--- config.mk ---
export PLATFORM = sky130hd
export DESIGN_NAME = rle_buf_scheduler
export DESIGN_NICKNAME = d
export VERILOG_FILES = /design/src/rtl/rle_pkg.sv /design/src/rtl/rle_ptr_ctrl.sv /design/src/rtl/rle_buf_scheduler.sv
export SDC_FILE = /design/constraint.sdc
export NUM_CORES = 1
export LEC_CHECK = 0
export ABC_AREA = 1
export BUFFER_PORTS_ARGS = -buffer_cell sky130_fd_sc_hd__buf_2
export CAP_MARGIN = 20
export CORE_MARGIN = 1
export CORE_UTILIZATION = 45
export CTS_CLUSTER_SIZE = 20
export DETAILED_ROUTE_END_ITERATION = 6
export HOLD_SLACK_MARGIN = 0.15
export PLACE_DENSITY = 0.69
export SYNTH_ARGS = -nofsm -noshare
export SYNTH_HDL_FRONTEND = slang
export SYNTH_SLANG_ARGS = --single-unit
--- constraint.sdc ---
create_clock -name clk -period 2.19 [get_ports clk]
set_input_delay 0.3285 -clock clk [delete_from_list [all_inputs] [get_ports clk]]
set_output_delay 0.3285 -clock clk [all_outputs]
set_load 0.03 [all_outputs]
--- src/rtl/rle_pkg.sv ---
// Shared types and defaults for the RLE pair buffer scheduler.
package rle_pkg;

    localparam int unsigned DEPTH_AW   = 8;
    localparam int unsigned UART_DBITS = 8;

    typedef enum logic [1:0] {
        W_IDLE,
        W_CNT,
        W_SYM
    } wr_state_t;

    typedef enum logic [2:0] {
        R_IDLE,
        R_CHK,
        R_RD,
        R_CAP,
        R_SEND,
        R_WAIT
    } rd_state_t;

endpackage

--- src/rtl/rle_ptr_ctrl.sv ---
// Write/read pointers of the pair buffer; derives occupancy, full and RAM addresses.
module rle_ptr_ctrl
    import rle_pkg::*;
#(
    parameter int unsigned AW = DEPTH_AW
)(
    input  logic          clk,
    input  logic          reset,
    input  logic          i_wr_inc,
    input  logic          i_rd_inc,
    output logic [AW:0]   o_occupancy,
    output logic          o_full,
    output logic [AW-1:0] o_waddr,
    output logic [AW-1:0] o_raddr
);

    // Full means no room for a complete (count, symbol) pair.
    localparam logic [AW:0] FULL_LIM = (AW+1)'((2**AW) - 2);

    logic [AW:0] r_wptr;
    logic [AW:0] r_rptr;

    // Pointer registers; one extra bit distinguishes full from empty.
    always_ff @(posedge clk) begin
        if (reset) begin
            r_wptr <= '0;
            r_rptr <= '0;
        end else begin
            if (i_wr_inc) r_wptr <= r_wptr + 1'b1;
            if (i_rd_inc) r_rptr <= r_rptr + 1'b1;
        end
    end

    // Occupancy, full flag and wrapped addresses.
    always_comb begin
        o_occupancy = r_wptr - r_rptr;
        o_full      = (o_occupancy > FULL_LIM);
        o_waddr     = r_wptr[AW-1:0];
        o_raddr     = r_rptr[AW-1:0];
    end

endmodule

--- src/rtl/rle_buf_scheduler.sv ---
// Arbitrates the single RAM port between the RLE encoder (writer, fixed priority)
// and the UART drain sequencer (reader).
module rle_buf_scheduler
    import rle_pkg::*;
#(
    parameter int unsigned AW         = DEPTH_AW,
    parameter int unsigned TX_TIMEOUT = 2000000,
    parameter int unsigned TO_BITS    = 21
)(
    input  logic                  clk,
    input  logic                  reset,
    input  logic                  enc_valid,
    input  logic [UART_DBITS-1:0] enc_count,
    input  logic [UART_DBITS-1:0] enc_symbol,
    output logic                  enc_ready,
    input  logic                  start,
    output logic                  busy,
    output logic                  done,
    output logic                  timeout_err,
    output logic                  mem_en,
    output logic                  mem_we,
    output logic [AW-1:0]         mem_addr,
    output logic [UART_DBITS-1:0] mem_wdata,
    input  logic [UART_DBITS-1:0] mem_rdata,
    output logic [UART_DBITS-1:0] tx_data,
    output logic                  tx_start,
    input  logic                  tx_done,
    output logic [AW:0]           occupancy
);

    // Wait counter value on the last permitted R_WAIT cycle.
    localparam logic [TO_BITS-1:0] TO_LIM = TO_BITS'(TX_TIMEOUT - 1);

    wr_state_t r_wstate, w_wstate_nxt;
    rd_state_t r_rstate, w_rstate_nxt;

    logic [UART_DBITS-1:0] r_cnt;
    logic [UART_DBITS-1:0] r_sym;
    logic [UART_DBITS-1:0] r_tx_data;
    logic [TO_BITS-1:0]    r_to_cnt;
    logic                  r_timeout_err;

    logic                  w_full;
    logic [AW-1:0]         w_waddr;
    logic [AW-1:0]         w_raddr;
    logic [AW:0]           w_occ;
    logic                  w_accept;
    logic                  w_wr_port;
    logic                  w_wr_inc;
    logic [UART_DBITS-1:0] w_wr_data;
    logic                  w_rd_port;
    logic                  w_rd_inc;
    logic                  w_cap;
    logic                  w_to_clr;
    logic                  w_err_clr;
    logic                  w_err_set;

    rle_ptr_ctrl #(
        .AW (AW)
    ) u_ptr (
        .clk         (clk),
        .reset       (reset),
        .i_wr_inc    (w_wr_inc),
        .i_rd_inc    (w_rd_inc),
        .o_occupancy (w_occ),
        .o_full      (w_full),
        .o_waddr     (w_waddr),
        .o_raddr     (w_raddr)
    );

    assign w_accept    = enc_valid && enc_ready;
    assign enc_ready   = !w_full && (r_wstate == W_IDLE);
    assign busy        = (r_rstate != R_IDLE);
    assign tx_data     = r_tx_data;
    assign timeout_err = r_timeout_err;
    assign occupancy   = w_occ;

    // Writer and reader state registers.
    always_ff @(posedge clk) begin
        if (reset) begin
            r_wstate <= W_IDLE;
            r_rstate <= R_IDLE;
        end else begin
            r_wstate <= w_wstate_nxt;
            r_rstate <= w_rstate_nxt;
        end
    end

    // Writer: latch the pair on handshake, then spend one port cycle per byte.
    always_comb begin
        w_wstate_nxt = r_wstate;
        w_wr_port    = 1'b0;
        w_wr_inc     = 1'b0;
        w_wr_data    = '0;
        case (r_wstate)
            W_IDLE: begin
                if (w_accept) w_wstate_nxt = W_CNT;
            end
            W_CNT: begin
                w_wr_port    = 1'b1;
                w_wr_inc     = 1'b1;
                w_wr_data    = r_cnt;
                w_wstate_nxt = W_SYM;
            end
            W_SYM: begin
                w_wr_port    = 1'b1;
                w_wr_inc     = 1'b1;
                w_wr_data    = r_sym;
                w_wstate_nxt = W_IDLE;
            end
            default: w_wstate_nxt = W_IDLE;
        endcase
    end

    // Pair holding registers loaded on the encoder handshake.
    always_ff @(posedge clk) begin
        if (reset) begin
            r_cnt <= '0;
            r_sym <= '0;
        end else if (w_accept) begin
            r_cnt <= enc_count;
            r_sym <= enc_symbol;
        end
    end

    // Reader: live empty check, read when the writer leaves the port free, send, await tx_done.
    always_comb begin
        w_rstate_nxt = r_rstate;
        w_rd_port    = 1'b0;
        w_rd_inc     = 1'b0;
        w_cap        = 1'b0;
        w_to_clr     = 1'b0;
        w_err_clr    = 1'b0;
        w_err_set    = 1'b0;
        tx_start     = 1'b0;
        done         = 1'b0;
        case (r_rstate)
            R_IDLE: begin
                if (start) begin
                    w_err_clr    = 1'b1;
                    w_rstate_nxt = R_CHK;
                end
            end
            R_CHK: begin
                if (w_occ == '0) begin
                    done         = 1'b1;
                    w_rstate_nxt = R_IDLE;
                end else begin
                    w_rstate_nxt = R_RD;
                end
            end
            R_RD: begin
                if (!w_wr_port) begin
                    w_rd_port    = 1'b1;
                    w_rstate_nxt = R_CAP;
                end
            end
            R_CAP: begin
                w_cap        = 1'b1;
                w_rd_inc     = 1'b1;
                w_rstate_nxt = R_SEND;
            end
            R_SEND: begin
                tx_start     = 1'b1;
                w_to_clr     = 1'b1;
                w_rstate_nxt = R_WAIT;
            end
            R_WAIT: begin
                if (tx_done) begin
                    w_rstate_nxt = R_CHK;
                end else if (r_to_cnt == TO_LIM) begin
                    w_err_set    = 1'b1;
                    done         = 1'b1;
                    w_rstate_nxt = R_IDLE;
                end
            end
            default: w_rstate_nxt = R_IDLE;
        endcase
    end

    // Single RAM port: the writer always wins; the reader only drives it when granted.
    always_comb begin
        mem_en    = w_wr_port || w_rd_port;
        mem_we    = w_wr_port;
        mem_addr  = '0;
        mem_wdata = '0;
        if (w_wr_port) begin
            mem_addr  = w_waddr;
            mem_wdata = w_wr_data;
        end else if (w_rd_port) begin
            mem_addr  = w_raddr;
        end
    end

    // Transmit byte register, loaded from the RAM one cycle after the read.
    always_ff @(posedge clk) begin
        if (reset) begin
            r_tx_data <= '0;
        end else if (w_cap) begin
            r_tx_data <= mem_rdata;
        end
    end

    // tx_done wait counter, restarted on every tx_start.
    always_ff @(posedge clk) begin
        if (reset) begin
            r_to_cnt <= '0;
        end else if (w_to_clr) begin
            r_to_cnt <= '0;
        end else if (r_rstate == R_WAIT) begin
            r_to_cnt <= r_to_cnt + 1'b1;
        end
    end

    // Sticky timeout flag, cleared when a new drain is accepted.
    always_ff @(posedge clk) begin
        if (reset) begin
            r_timeout_err <= 1'b0;
        end else if (w_err_clr) begin
            r_timeout_err <= 1'b0;
        end else if (w_err_set) begin
            r_timeout_err <= 1'b1;
        end
    end

endmodule

## Yosys cells after proc, flatten, opt, wreduce, memory -nomap -nowiden

Index checks and enable logic that the tools add are counted.

| operators by class | value |
|---|---|
| add/subtract/negate cells | 4 |
| multiply operators | 0 |
| div/mod/pow operators | 0 |
| $lt $le $gt $ge | 1 |
| eq/ne operators | 12 |
| shifts and indexed selects | 0 |
| multiplexer cells | 24 |
| bitwise operators | 0 |
| reduce and logical (&&, ||, !) cells | 12 |

Operators by type and width:

| cell | number |
|---|---|
| two-way mux 8 bit | 3 |
| adder 21 x 1 -> 21 bit, second input constant | 1 |
| == test 21 bit, second input constant | 1 |
| adder 9 x 1 -> 9 bit, second input constant | 2 |
| one-hot mux 3 bit (6 select lines) | 1 |
| one-hot mux 8 bit (2 select lines) | 1 |
| two-way mux 3 bit | 4 |
| two-way mux 1 bit | 11 |
| > comparator 9 x 8 -> 1 bit, second input constant | 1 |
| zero test 9 bit | 1 |
| subtractor 9 bit | 1 |
| == test 3 x 2 -> 1 bit, second input constant | 2 |
| == test 3 bit, second input constant | 2 |
| inequality test 2 bit, second input constant | 3 |
| OR reduction 2 bit | 3 |
| two-way mux 2 bit | 2 |
| one-hot mux 2 bit (2 select lines) | 1 |
| == test 3 x 1 -> 1 bit, second input constant | 1 |
| zero test 3 bit | 1 |
| inequality test 3 bit, second input constant | 1 |
| AND reduction 3 bit | 1 |
| nonzero test 3 bit | 1 |
| == test 2 x 1 -> 1 bit, second input constant | 1 |
| == test 2 bit, second input constant | 1 |
| 5 further kinds | 6 |

| storage, ports and cells | value |
|---|---|
| flip-flop bits (word level) | 69 |
| bits in latches | 0 |
| memory bits (writable) | 0 |
| memory bits (read-only) | 0 |
| output and inout bits | 40 |
| word-level logic and storage cells | 62 |
| memories kept | 0 |

## Longest topological paths before layout

Gate-level depths: netlist (run 1).

| logic depth | value |
|---|---|
| word-level depth | 7 |
| gate-level depth with buffers | 17 |
| mapped depth without buffers | 16 |

## Modules after synthesis

Synthesis (run 1) repeated with hierarchy kept, for this count alone.

| unflattened totals | value |
|---|---|
| cell total of the unflattened synthesis | 585 |
| area total of the unflattened synthesis | 3,898.7 µm² |

Modules (own cells, without submodules):

| module | instances | cells an instance | area an instance (µm²) |
|---|---|---|---|
| rle_buf_scheduler | 1 | 385 | 2,580.0 |
| rle_ptr_ctrl | 1 | 200 | 1,318.8 |

## Worst setup path after synthesis (run 1)

OpenSTA, ideal clock, no wires.

| path | value |
|---|---|
| kind | reg2out |
| from | register u_ptr.r_wptr[0] |
| to | output port done |
| arrival | 2.515 ns |
| data required time | 1.862 ns |
| path slack | -0.654 ns |
| stages on the path, launching flop included | 11 |
| path buffers | 0 |
| cell sequence | dfxtp_1 inv_1 ha_1 inv_1 fa_1 or2_2 nand2_1 inv_1 nor4_1 nand4_1 o21ai_0 |

| on the way | value |
|---|---|
| word-level cells in the longest chain between the ends | 4 |

RTL lines:

| item | RTL line | RTL |
|---|---|---|
| start, declared | rle_ptr_ctrl.sv:20 | `logic [AW:0] r_wptr;` |
| start signal, assigned | rle_ptr_ctrl.sv:29 | `if (i_wr_inc) r_wptr <= r_wptr + 1'b1;` |
| subtractor 9 bit | rle_ptr_ctrl.sv:36 | `o_occupancy = r_wptr - r_rptr;` |
| named net occupancy[2] | rle_buf_scheduler.sv:28 | `output logic [AW:0] occupancy` |
| zero test 9 bit | rle_buf_scheduler.sv:145 | `if (w_occ == '0) begin` |
| two-way mux 1 bit | rle_buf_scheduler.sv:145 |  |
| one-hot mux 1 bit (2 select lines) | rle_buf_scheduler.sv:137 | `case (r_rstate)` |
| end, declared | rle_buf_scheduler.sv:18 | `output logic done,` |

The timed path passes the listed nets, and every way through them passes these cells.

## Final worst setup path (run 1)

| path | value |
|---|---|
| from | register u_ptr.r_wptr[0] |
| to | output port done |

| on the way | value |
|---|---|
| word-level cells in the longest chain between the ends | 4 |

RTL lines:

| item | RTL line |
|---|---|
| subtractor 9 bit | rle_ptr_ctrl.sv:36 |
| zero test 9 bit | rle_buf_scheduler.sv:145 |
| two-way mux 1 bit | rle_buf_scheduler.sv:145 |
| one-hot mux 1 bit (2 select lines) | rle_buf_scheduler.sv:137 |

No other way between the ends.

==> impl_metrics.ini, run 1 <==
[timing]
max_freq_ghz = 0.352
fin_crit_ns = 2.84
tns_ns = -12.74
slew_headroom = 0.567
hold_violations = 0
rsz0062_at_grt = true
tightest_slew_ns = 0.649
slew_viol_final = 0
fin_ws_ns = -0.655
fin_crit_sh = 1.30
setup_viol = 25
fin_skew_ns = 0.0145

[clocking]
cts_buffer_depth = 2
numCtsBuffers = 9
clk_latency_ns = 0.35
cts.sinks = 69
cts_htree_levels = 3
cts_tree = yes
clkTransAtPathRegs_ns = 0.08
clockRootBuffer = clkbuf_8

[grt]
grt_pass1_wl_mm = 17.6
grt_pass1_vias = 3879
antenna_found_initial = 1
grt_max_degree = 25
grt.overflow.total = 0
grt.total_usage = 0.259

[route]
drt_first_pass_iters = 5
ant_nets = 0
num_vias = 4037
via_per_inst = 5.21
wl_met2_mm = 5.38
wl_met1_mm = 4.91
drc_errors = 0
routedWlPerCell_um = 14.3
wl_met3_um = 548
drt_iter0_drc = 162
wl_mm = 11.1
top_layer_used = met4

[placed_design]
gp_congestion = 0.893
place_worst_setup_slack_ns = -0.406
io_buffer_count = 68
placed_area_um2 = 4630
dp_hpwl_mm = 7.33

[yosys]
synth_ff_type = dfxtp_1
ys_seq_elements = 69
post_synth_instance_area_um2 = 3720
synth_top_family_by_area = simple AND/OR/NAND/NOR gates
ys_seq_area_frac = 0.371
synth.distinct_cells = 40
async_flop_share = 0
muxShareOfSynthArea = 0
synthAdderAreaFrac = 0.0591
yosys.area_share.simple = 0.319
syn_nets = 578
synth_edf_count = 0
synth_compound_area_frac = 0.141
syn_inst = 532
synth_xor_area_frac = 0.0208
ys.warnings.count = 0
avgSynthCellArea_um2 = 7.00

[critical_path]
timing.rr.start = u_ptr.r_wptr[0]
crit_path_frequent_cell = buf_6
worstPathCellList = inv_2, ha_4, inv_4, fa_2, buf_6, nand2_4, nand2_4, nand3_4, nand3_2, nand2_2, inv_2, nor2_2, nand4_1, buf_6, o21ai_4, buf_6
reg2reg_depth = 22
worstSetupPathType = flip-flop to output pin
cp.arrival_ns = 2.52
start_kind = flip-flop
crit_path_start = u_ptr.r_wptr[0]
max_stage_delay_ns = 0.38
cp-end-kind = output pin
crit_fanout = 3
required_ns = 1.86
crit_path_top_delay_cell = fa_2

[floorplanning]
die_h_um = 93.0
coreArea_um2 = 7850
initial_core_util = 0.474
ios = 69
dieArea_um2 = 8640
die_w_um = 93.0
rows = 32

[pwr]
p_leak_uw = 0.00241
power-per-cell-area_nw_per_um2 = 1020
power.share.clock = 0.193
netSwitchingFraction = 0.416
p_comb_frac = 0.540
power_frac_seq = 0.267
power.switching_uw = 2360
intPower_uw = 3300
ir_drop_mv = 0.458

[cells_and_area]
finalInstanceArea_um2 = 5550
mostFrequentLayoutCells = 93 x nand2_1, 60 x dfxtp_1, 56 x buf_4, 55 x buf_2, 53 x nor2_1
drive_gt1_frac = 0.408
area_delta_synth_final_pct = 49.2
nNetsFinal = 713
layout_commonest_cell = nand2_1
final_util = 0.708

[job]
max_cap_viol_count = 0

[status]
status = finished, violations left
violations = setup timing

[hold_path]
worstHoldPathType = primary input to flip-flop
whs_path_depth = 2
worstHoldStart = reset
[worst max-delay path, delay by kind of cell, from the launching register on]
| family | cells | cell delay, ns |
|---|---|---|
| and+or+nand+nor | 7 | 0.58 |
| buffers and inverters | 6 | 0.59 |
| DFF | 1 | 0.33 |
| adders and majority gates | 2 | 0.52 |
| AOI/OAI and AO/OA | 1 | 0.15 |
[metal layers]
layer / global-route usage / up-vias
li1: - / 2016
met1: 0.323 / 1881
met2: 0.439 / 115
met3: 0.0443 / 25
met4: 0.108 / 0
met5: 0 / -
[metrics by stage]
step / hold slack [ns] / total power, uW / std cells
6_report: 0.199 / 5660 / 775
5_1_grt: 0.205 / 5920 / 775
4_1_cts: 0.184 / 5410 / 767
3_5_place_dp: 0.456 / 3640 / 736
3_3_place_gp: 0.452 / 3590 / 736
2_1_floorplan: 0.436 / 2940 / 532
[cells by family after synthesis]
group                    count (synthesis)
buffers and inverters                   83
flip-flops                              69
XOR/XNOR                                 8
AO/OA/AOI/OAI                           99
adder cells (fa/ha/maj)                 17
AND/OR/NAND/NOR                        256
[power by group through the flow]
| stage | clock network [uW] | logic [uW] | registers [uW] |
|---|---|---|---|
| after floorplan | 0 | 1400 | 1540 |
| after global placement | 0 | 2090 | 1500 |
| after detailed placement | 0 | 2130 | 1500 |
| after CTS | 1120 | 2800 | 1500 |
| after global routing | 1160 | 3250 | 1520 |
| final | 1090 | 3050 | 1510 |
[synthesized netlist by cell type (all sizes together), types with 2 or more instances]
library cell  instances  area (um^2)
nor3                 13         86.3
or2                   4         27.5
o21ai                30          150
inv                  64          240
a211oi                2         15.0
a21oi                55          279
clkbuf                9         33.8
o22ai                 4         25.0
nand3                41          220
nor3b                 2         15.0
nand2               119          462
nor4                  5         37.5
xnor2                 2         17.5
nor2                 61          264
ha                   16          200
a31oi                 3         18.8
o21a                  3         22.5
xor2                  6         60.1
dfxtp                69         1380
nand4                11         75.1
clkinv                3         11.3
buf                   7         45.0
[area by class of cell]
| cell class | instances | area (um^2) |
|---|---|---|
| diodes | 1 | 2.50 |
| clock buffers | 10 | 138 |
| clock inverters | 6 | 68.8 |
| fillers | 629 | 2290 |
| inverters | 67 | 258 |
| multi-input cells | 380 | 2480 |
| flip-flops and latches | 69 | 1390 |
| well taps | 102 | 128 |
| repair buffers | 140 | 1080 |
[final timing paths]
| path | endpoint | slack, ns |
|---|---|---|
| max | done | -0.65 |
| min | r_rstate[2] | 0.20 |
| max reg2reg | r_cnt[2] | -0.63 |
| min reg2reg | r_cnt[3] | 0.48 |
[what timing repair did]
| action | CTS | global route |
|---|---|---|
| setup buffers | 12 | 7 |
| pin swaps | 22 | 20 |
| gates cloned | 3 | 0 |
| hold buffers | 0 | 0 |
| endpoints found under the setup margin | 42 | 41 |
| resized for setup | 100 | 32 |
[flip-flops by register name (all words and copies together) (netlist names), 2 cells and up]
name	count
r_rstate	3
r_cnt	8
u_ptr.r_rptr	9
r_wstate	2
r_to_cnt	21
tx_data	8
r_sym	8
u_ptr.r_wptr	9
Power figures use the tool's default switching activity.
==> run 2, diff against run 1 <==
--- a/config.mk
+++ b/config.mk
@@ -13,7 +13,7 @@
 export CTS_CLUSTER_SIZE = 20
 export DETAILED_ROUTE_END_ITERATION = 6
 export HOLD_SLACK_MARGIN = 0.15
-export PLACE_DENSITY = 0.69
+export PLACE_DENSITY = 0.77
 export SYNTH_ARGS = -nofsm -noshare
 export SYNTH_HDL_FRONTEND = slang
 export SYNTH_SLANG_ARGS = --single-unit
==> run 2 against run 1 <==
Net effect:
- the flow still finishes with violations (setup timing)
- combinational power is 12% lower
- largest cell class unchanged
- final area fell by 6.1%
- critical path depth down 4
- highest routed layer unchanged
- sequential power hardly changed
- clock skew down 0.0063 ns
- critical path type unchanged
- fmax increased by 2.7%
- first-iteration DRC count is 80% higher
- flip-flop and latch count unchanged
==> impl_metrics.ini, run 2 (synthesis results as in run 1) <==
[status]
status = finished, violations left
violations = setup timing

[cells_and_area]
antenna_cells = 0
mostFrequentLayoutCells = 98 x nand2_1, 66 x dfxtp_1, 57 x inv_1, 55 x buf_2, 53 x nor2_1
top_regs = r_to_cnt x21, u_ptr.r_rptr x9, u_ptr.r_wptr x9
nNetsFinal = 698
layout_commonest_cell = nand2_1
drive_gt1_frac = 0.350
regMostFlops = r_to_cnt
largest_reg_flops = 21
finalInstanceArea_um2 = 5210
area_delta_synth_final_pct = 40.0

[route]
drc_errors = 0
via_per_inst = 5.38
ant_nets = 0
drt_first_pass_iters = 5
wl_mm = 10.7
drt_iter0_drc = 292
num_vias = 4087
routedWlPerCell_um = 14.1

[grt]
grt_max_degree = 25
grt.overflow.total = 0
grt_pass1_wl_mm = 16.9
grt.total_usage = 0.245
antenna_found_initial = 0
grt_pass1_vias = 3813

[clocking]
clockRootBuffer = clkbuf_8
cts_htree_levels = 3
clk_latency_ns = 0.34
clkTransAtPathRegs_ns = 0.08
cts_buffer_depth = 2
cts.sinks = 69
ctsHoldBuffers = 0
cts_tree = yes
numCtsBuffers = 9

[placed_design]
gp_congestion = 0.906
dp_hpwl_mm = 7.30
io_buffer_count = 68
placed_area_um2 = 4620

[timing]
hold_violations = 0
slew_headroom = 0.545
fin_crit_ns = 2.77
tightest_slew_ns = 0.681
fin_skew_ns = 0.00821
slew_viol_final = 0
max_freq_ghz = 0.361
whs_ns = 0.197
rsz0062_at_grt = true
fin_ws_ns = -0.579
setup_viol = 27
fin_crit_sh = 1.26

[pwr]
ir_drop_mv = 0.408
power-per-cell-area_nw_per_um2 = 995
p_leak_uw = 0.00224

[critical_path]
timing.rr.start = u_ptr.r_wptr[0]
cp.arrival_ns = 2.44
crit_fanout = 3
worstSetupPathType = flip-flop to output pin
reg2reg_depth = 15
cp-end-kind = output pin
rrSetupSlack_ns = -0.33
start_kind = flip-flop
r2r-end = r_wstate[1]
required_ns = 1.86

[hold_path]
worstHoldStart = start
worstHoldPathType = primary input to flip-flop
min_to = timeout_err
whs_path_depth = 2

[floorplanning]
dieArea_um2 = 8640
die_w_um = 93.0
rows = 32
coreArea_um2 = 7850
die_h_um = 93.0
initial_core_util = 0.474
ios = 69

[job]
max_cap_viol_count = 0
## run 2: final cells by class
type | instances | area, um^2
Timing Repair Buffer | 125 | 876
Multi-Input combinational cell | 380 | 2370
Inverter | 67 | 260
Clock buffer | 9 | 124
Sequential cell | 69 | 1390
Tap cell | 102 | 128
Clock inverter | 7 | 73.8
Fill cell | 649 | 2630
## run 2: critical path, stage by stage, from the launching register on
cell and delay [ns]:
dfxtp_2 0.33, inv_2 0.07, ha_4 0.12, inv_2 0.04, fa_2 0.41, or2_4 0.28
nand2_4 0.07, inv_4 0.04, nor4_4 0.15, nand4_1 0.16, buf_6 0.16, o21ai_4 0.12
buf_6 0.14
## run 2: repair_timing
action                                  4_1_cts  5_1_grt
pin swaps                                     2       10
buffers inserted                              5        0
endpoints found under the setup margin       38       36
resized for setup                            46       44
gates cloned                                  2        0
## run 2: stage by stage
| stage | utilization | setup slack [ns] | total power [uW] | std cells | setup TNS, ns |
|---|---|---|---|---|---|
| 3_3_place_gp | 0.588 | -0.376 | 3550 | 736 | -0.765 |
| 5_1_grt | 0.664 | -0.684 | 5450 | 759 | -9.67 |
| 3_5_place_dp | 0.588 | -0.363 | 3590 | 736 | -2.03 |
| 2_1_floorplan | - | -0.128 | 2940 | 532 | -0.184 |
| 4_1_cts | 0.642 | -0.496 | 4920 | 759 | -3.17 |
| 6_report | 0.664 | -0.579 | 5190 | 759 | -7.15 |
## run 2: layer usage
metal,part of all wire,vias up,wire (um),global-route usage
met1,0.42,1912,4480,0.299
met5,0,-,0,0
met2,0.51,170,5420,0.441
met4,0.016,0,172,0.0744
met3,0.058,20,625,0.0386
li1,-,1985,-,-
## run 2: where the power goes
part / switching, uW / total [uW] / internal, uW
combinational: 1610 / 2670 / 1060
sequential: 90.6 / 1480 / 1390
clock: 506 / 1040 / 530
total: 2200 / 5190 / 2990
## run 2: how the worst max path moves through the flow
stage | from | to | slack (ns) | cells after the start
2_1_floorplan | u_ptr.r_rptr[2] | done | -0.13 | 8
3_3_place_gp | u_ptr.r_wptr[0] | done | -0.38 | 11
3_5_place_dp | u_ptr.r_wptr[0] | done | -0.36 | 11
4_1_cts | u_ptr.r_wptr[0] | done | -0.50 | 12
5_1_grt | u_ptr.r_wptr[0] | done | -0.68 | 15
6_report | u_ptr.r_wptr[0] | done | -0.58 | 12
